--- config.mk ---
export PLATFORM = sky130hd
export DESIGN_NAME = axis_video_monitor
export DESIGN_NICKNAME = d
export VERILOG_FILES = /design/src/rtl/axis_video_monitor.sv
export SDC_FILE = /design/constraint.sdc
export NUM_CORES = 1
export LEC_CHECK = 0
export CELL_PAD_IN_SITES_DETAIL_PLACEMENT = 0
export CELL_PAD_IN_SITES_GLOBAL_PLACEMENT = 1
export CORE_UTILIZATION = 40
export DETAILED_ROUTE_END_ITERATION = 16
export PLACE_DENSITY_LB_ADDON = 0.12
export SYNTH_ARGS = -nofsm -noshare
export SYNTH_HDL_FRONTEND = slang
export SYNTH_SLANG_ARGS = --single-unit
--- constraint.sdc ---
create_clock -name clk -period 4.3 [get_ports clk]
set_input_delay 0.86 -clock clk [delete_from_list [all_inputs] [get_ports clk]]
set_output_delay 0.86 -clock clk [all_outputs]
set_load 0.01 [all_outputs]
--- src/rtl/axis_video_monitor.sv ---
// axis_video_monitor: AXI4-Stream video sink with ready generation and SOF/EOL/timeout/stability checking
module axis_video_monitor #(
  parameter int DATA_W = 32,
  parameter int X_SIZE = 480,
  parameter int Y_SIZE = 640,
  parameter int TIMEOUT = 1000,
  parameter logic [32:0] RND_SEED = 33'd1246504138,
  parameter int CNT_W = 16,
  localparam int XW = X_SIZE > 1 ? $clog2(X_SIZE) : 1,
  localparam int YW = Y_SIZE > 1 ? $clog2(Y_SIZE) : 1,
  localparam int TW = $clog2(TIMEOUT + 1)
) (
  input  logic              clk,
  input  logic              rst,
  input  logic [1:0]        mode,
  input  logic              clear_errors,
  input  logic [DATA_W-1:0] s_tdata,
  input  logic              s_tvalid,
  input  logic              s_tuser,
  input  logic              s_tlast,
  output logic              s_tready,
  output logic              locked,
  output logic [XW-1:0]     x_pos,
  output logic [YW-1:0]     y_pos,
  output logic [CNT_W-1:0]  frame_count,
  output logic              frame_done,
  output logic [5:0]        err_flags,
  output logic [CNT_W-1:0]  err_count
);
  typedef enum logic {SYNC, ACTIVE} state_t;
  state_t state_q, state_d;
  logic [32:0] prbs_q, prbs_d;
  logic rdy_q, rdy_d, fd_q, fd_d, stall_q, stall_d;
  logic [XW-1:0] x_q, x_d, ex;
  logic [YW-1:0] y_q, y_d, ey;
  logic [CNT_W-1:0] fc_q, fc_d, ec_q, ec_d;
  logic [5:0] ef_q, ef_d, ev;
  logic [3:0] ev_chk;
  logic ev_to, ev_un, beat, x_end, y_end, wrap;
  logic [TW-1:0] to_q, to_d, to_inc;
  logic [DATA_W+1:0] hold_q, hold_d;
  always_comb begin
    beat = s_tvalid && rdy_q;
    ex = s_tuser ? '0 : x_q;
    ey = s_tuser ? '0 : y_q;
    x_end = ex == XW'(X_SIZE - 1);
    y_end = ey == YW'(Y_SIZE - 1);
    wrap = s_tlast || x_end;
    ev_chk = '0;
    state_d = state_q;
    x_d = x_q;
    y_d = y_q;
    fc_d = fc_q;
    fd_d = 1'b0;
    if (beat && !s_tuser && x_q == '0 && y_q == '0) begin
      ev_chk[0] = 1'b1;
      state_d = SYNC;
    end else if (beat) begin
      state_d = ACTIVE;
      ev_chk[1] = s_tuser && (x_q != '0 || y_q != '0);
      ev_chk[2] = x_end && !s_tlast;
      ev_chk[3] = s_tlast && !x_end;
      fc_d = s_tuser ? fc_q + CNT_W'(1) : fc_q;
      x_d = wrap ? '0 : ex + XW'(1);
      y_d = wrap ? (y_end ? '0 : ey + YW'(1)) : ey;
      fd_d = wrap && y_end;
    end
  end
  always_comb begin
    prbs_d = {prbs_q[31:0], prbs_q[32] ^ ~prbs_q[19]};
    rdy_d = mode == 2'd0 ? 1'b1 : mode == 2'd1 ? prbs_q[32] : mode == 2'd2 ? (s_tvalid && !rdy_q) : 1'b0;
    to_inc = to_q + TW'(1);
    ev_to = !s_tvalid && to_inc == TW'(TIMEOUT);
    to_d = (s_tvalid || ev_to) ? '0 : to_inc;
    hold_d = {s_tdata, s_tuser, s_tlast};
    stall_d = s_tvalid && !rdy_q;
    ev_un = stall_q && (!s_tvalid || hold_d != hold_q);
    ev = {ev_un, ev_to, ev_chk};
    ef_d = (clear_errors ? 6'd0 : ef_q) | ev;
    ec_d = clear_errors ? CNT_W'(|ev) : ((|ev) && !(&ec_q)) ? ec_q + CNT_W'(1) : ec_q;
  end
  always_ff @(posedge clk) begin
    if (rst) begin
      state_q <= SYNC;
      prbs_q <= RND_SEED;
      rdy_q <= 1'b0;
      fd_q <= 1'b0;
      stall_q <= 1'b0;
      x_q <= '0;
      y_q <= '0;
      fc_q <= '0;
      ec_q <= '0;
      ef_q <= '0;
      to_q <= '0;
      hold_q <= '0;
    end else begin
      state_q <= state_d;
      prbs_q <= prbs_d;
      rdy_q <= rdy_d;
      fd_q <= fd_d;
      stall_q <= stall_d;
      x_q <= x_d;
      y_q <= y_d;
      fc_q <= fc_d;
      ec_q <= ec_d;
      ef_q <= ef_d;
      to_q <= to_d;
      hold_q <= hold_d;
    end
  end
  assign s_tready = rdy_q;
  assign locked = state_q == ACTIVE;
  assign x_pos = x_q;
  assign y_pos = y_q;
  assign frame_count = fc_q;
  assign frame_done = fd_q;
  assign err_flags = ef_q;
  assign err_count = ec_q;
endmodule

==> impl_metrics.xml <==
<?xml version="1.0" encoding="UTF-8"?>
<metrics>
  <group name="run_status">
    <metric name="run_status" unit="">completed</metric>
  </group>
  <group name="floorplan">
    <metric name="die_area" unit="um2">14800</metric>
    <metric name="chipHeight" unit="um">122</metric>
    <metric name="fp.dieW" unit="um">122</metric>
    <metric name="placement_rows" unit="">43</metric>
    <metric name="floorplan.io_pins" unit="">100</metric>
    <metric name="design.core.area" unit="um2">13900</metric>
    <metric name="effective_utilization_at_floorplan" unit="%">41.2</metric>
  </group>
  <group name="finish">
    <metric name="finalCoreUtilization" unit="%">53.9</metric>
    <metric name="layout.nets" unit="">780</metric>
    <metric name="area.growth.synth_to_final" unit="%">30.8</metric>
    <metric name="most_frequent_cells_in_the_layout" unit="">sky130_fd_sc_hd__dfxtp_1 (138), sky130_fd_sc_hd__clkdlybuf4s50_1 (98), sky130_fd_sc_hd__nor2b_1 (60), sky130_fd_sc_hd__nor2_1 (52), sky130_fd_sc_hd__nand2_1 (39)</metric>
    <metric name="fillers" unit="">1289</metric>
    <metric name="share_of_layout_cells_above_drive_strength_1" unit="%">8.70</metric>
    <metric name="final_common_cell" unit="">sky130_fd_sc_hd__dfxtp_1</metric>
    <metric name="antennaDiodeCount" unit="">0</metric>
    <metric name="final_cells" unit="">927</metric>
  </group>
  <group name="clock_network">
    <metric name="max-clock-path-buffers" unit="">2</metric>
    <metric name="cts_tree" unit="">yes</metric>
    <metric name="cts_setup_buffers" unit="">0</metric>
    <metric name="cts_hold_buf" unit="">0</metric>
    <metric name="tritoncts.num_buffers" unit="">17</metric>
    <metric name="worst_setup_hold_path_clk_slew" unit="ns">0.06</metric>
    <metric name="tritoncts_num_sinks" unit="">138</metric>
    <metric name="cts_htree_levels" unit="">4</metric>
    <metric name="clock-root-buffer" unit="">sky130_fd_sc_hd__clkbuf_16</metric>
    <metric name="clock_insertion_delay_worst_skew" unit="ns">0.42</metric>
    <metric name="cts_resized" unit="">0</metric>
  </group>
  <group name="placed_design">
    <metric name="gpl.final_weighted_congestion" unit="">0.785</metric>
    <metric name="post-place-cells" unit="">895</metric>
    <metric name="post-dp-hpwl" unit="mm">9.29</metric>
    <metric name="place_ws" unit="ns">0.374</metric>
    <metric name="port-buffer-count" unit="">99</metric>
  </group>
  <group name="setup_path">
    <metric name="rr_worst_depth" unit="">10</metric>
    <metric name="critical_path_peak_fanout" unit="">23</metric>
    <metric name="start_kind" unit="">input port</metric>
    <metric name="timing.reg2reg.setup_slack" unit="ns">1.29</metric>
    <metric name="worstSetupEndpointType" unit="">register</metric>
    <metric name="setup.worst_path.class" unit="">in2reg</metric>
    <metric name="worst-endpoint-required" unit="ns">4.56</metric>
    <metric name="timing.critical_path.arrival" unit="ns">3.78</metric>
  </group>
  <group name="yosys">
    <metric name="postSynthCellCount" unit="">635</metric>
    <metric name="synth_top_area_share" unit="%">48.1</metric>
    <metric name="synth_edf_count" unit="">0</metric>
    <metric name="mappedNetlistArea" unit="um2">5740</metric>
    <metric name="synth_seq_area_share" unit="%">48.1</metric>
    <metric name="syn_avg_cell_area" unit="um2">9.04</metric>
    <metric name="syn-num-nets" unit="">681</metric>
    <metric name="ys.warnings.count" unit="">0</metric>
    <metric name="netlist_top_cells_area" unit="">sky130_fd_sc_hd__dfxtp_1 (48%), sky130_fd_sc_hd__nor2b_1 (6.5%), sky130_fd_sc_hd__xor2_1 (4.4%), sky130_fd_sc_hd__xnor2_1 (4.3%), sky130_fd_sc_hd__nor2_1 (3.4%)</metric>
    <metric name="post-synth-top-area-cell" unit="">sky130_fd_sc_hd__dfxtp_1</metric>
    <metric name="postSynth.topFlopCell" unit="">sky130_fd_sc_hd__dfxtp_1</metric>
    <metric name="synth_async_sr_flop_share" unit="%">0</metric>
    <metric name="ys_ff_latch" unit="">138</metric>
    <metric name="synth_cell_type_count" unit="">54</metric>
  </group>
  <group name="worst_hold_path">
    <metric name="hold-path-cell-count" unit="">1</metric>
    <metric name="worst_hold_path_type" unit="">reg2reg</metric>
  </group>
  <group name="sta">
    <metric name="setup_repair_after_global_routing_missed_its_margin" unit="">false</metric>
    <metric name="timing.fmax" unit="GHz">0.285</metric>
    <metric name="fin_worst_skew" unit="ns">0.0147</metric>
    <metric name="slew_viol_final" unit="">0</metric>
    <metric name="setup_slack" unit="ns">0.788</metric>
    <metric name="report.final.setup_viol" unit="">0</metric>
    <metric name="worst_pin_slew" unit="ns">0.894</metric>
    <metric name="final.period_utilization" unit="%">81.7</metric>
    <metric name="setup_total_negative_slack" unit="ns">0</metric>
    <metric name="layout_min_cycle_time" unit="ns">3.51</metric>
    <metric name="worst_slew_margin_rel" unit="%">40.2</metric>
    <metric name="finalHoldViolCount" unit="">0</metric>
  </group>
  <group name="routing">
    <metric name="via_per_inst" unit="">5.19</metric>
    <metric name="post-route-drc-count" unit="">0</metric>
    <metric name="detail_routed_net_length_per_standard_cell" unit="um">14.5</metric>
    <metric name="drt_iter0_markers" unit="">339</metric>
    <metric name="detailroute.via_count" unit="">4814</metric>
    <metric name="firstDrtPassIters" unit="">5</metric>
    <metric name="wl" unit="mm">13.4</metric>
    <metric name="ant_nets" unit="">0</metric>
  </group>
  <group name="power">
    <metric name="leakage_power_of_the_design" unit="nW">2.66</metric>
    <metric name="power.ir.vdd_worst" unit="uV">265</metric>
    <metric name="power_per_cell_area" unit="nW/um2">393</metric>
  </group>
  <group name="flow_run">
    <metric name="max_cap_violations" unit="">0</metric>
  </group>
  <group name="global_route">
    <metric name="grt_first_pass_wirelength" unit="mm">22.3</metric>
    <metric name="grt_remaining_overflow" unit="">0</metric>
    <metric name="antenna_violations_before_repair" unit="">0</metric>
    <metric name="global_route.usage.total" unit="%">19.1</metric>
    <metric name="pin_count_of_the_biggest_net_entering_global_routing" unit="">82</metric>
    <metric name="number_of_global_route_vias_before_repair" unit="">4597</metric>
  </group>
</metrics>
[layer usage]
metal | vias up | part of all wire [%] | global-route usage (%)
met2 | 84 | 47 | 30.9
li1 | 2427 | - | -
met1 | 2288 | 49 | 25.0
met3 | 15 | 2.5 | 3.84
met4 | 0 | 1.6 | 7.72
met5 | - | 0 | 0
[cells by family after synthesis]
kind of cell	count (synthesis)	share of synthesized area [%]
and+or+nand+nor	296	28.7
DFF	138	48.1
xor gates and xnor gates	57	8.70
buffers and inverters	40	2.77
muxes	1	0.174
adders and majority gates	6	1.31
AOI/OAI and AO/OA	97	10.3
[cell usage after synthesis (all sizes together), types with 3 or more instances]
master and instances:
nor4 12, nor2 52, dfxtp 138, inv 8, o211ai 6, or4 11, or3 12, nand3 24
nor4b 3, a31oi 7, o21ai 27, and3 14, or2 13, nand2b 5, o31ai 7, buf 3
xor2 29, a21oi 33, xnor2 28, and2 3, o311ai 3, clkbuf 29, ha 6, o41ai 4
nor2b 60, nor3 14, nand4 19, nor3b 4, nand2 40
[path summary, 6_finish.rpt]
check	start	to
worst max register to register	x_pos[0]	err_count[3]
worst min register to register	prbs_q[6]	prbs_q[7]
worst max-delay path	s_tuser	err_count[3]
worst min-delay path	prbs_q[6]	prbs_q[7]
[state kept, by name, indices dropped and copies added, names as in the netlist, 6 cells and up]
signal,flops
err_count,16
to_q,10
frame_count,16
prbs_q,33
y_pos,10
hold_q,34
x_pos,9
err_flags,6
[stage by stage]
step | hold WS, ns | power, mW | area [um2]
after floorplan | 0.389 | 1.47 | 5740
after global placement | 0.393 | 1.55 | 6930
after detailed placement | 0.396 | 1.56 | 6930
after CTS | 0.409 | 2.98 | 7510
after global routing | 0.414 | 3.06 | 7510
final | 0.407 | 2.95 | 7510
[worst max-delay path, stage by stage]
cell	delay, ns
sky130_fd_sc_hd__clkdlybuf4s50_1	0.47
sky130_fd_sc_hd__nor2b_1	0.18
sky130_fd_sc_hd__ha_1	0.22
sky130_fd_sc_hd__and4b_1	0.29
sky130_fd_sc_hd__nand4_1	0.25
sky130_fd_sc_hd__xor2_1	0.22
sky130_fd_sc_hd__o221a_2	0.26
sky130_fd_sc_hd__o211a_1	0.34
sky130_fd_sc_hd__buf_4	0.28
sky130_fd_sc_hd__o311ai_1	0.28
sky130_fd_sc_hd__o41ai_1	0.12
[power breakdown]
group / total [mW] / internal, mW / switching [mW]
Combinational: 0.188 / 0.0959 / 0.0925
Sequential: 1.34 / 1.32 / 0.0178
Clock: 1.42 / 0.882 / 0.541
Total: 2.95 / 2.30 / 0.651
[final cells by class]
cell class / instances / area [um2] / area share (%)
Clock buffer: 21 / 460 / 6.13
Clock inverter: 11 / 121 / 1.62
Inverter: 8 / 30.0 / 0.400
Multi-Input combinational cell: 457 / 2820 / 37.6
Sequential cell: 138 / 2760 / 36.8
Tap cell: 180 / 225 / 3.00
Timing Repair Buffer: 112 / 1090 / 14.5
Note: power is estimated with default switching activity, not from simulation.
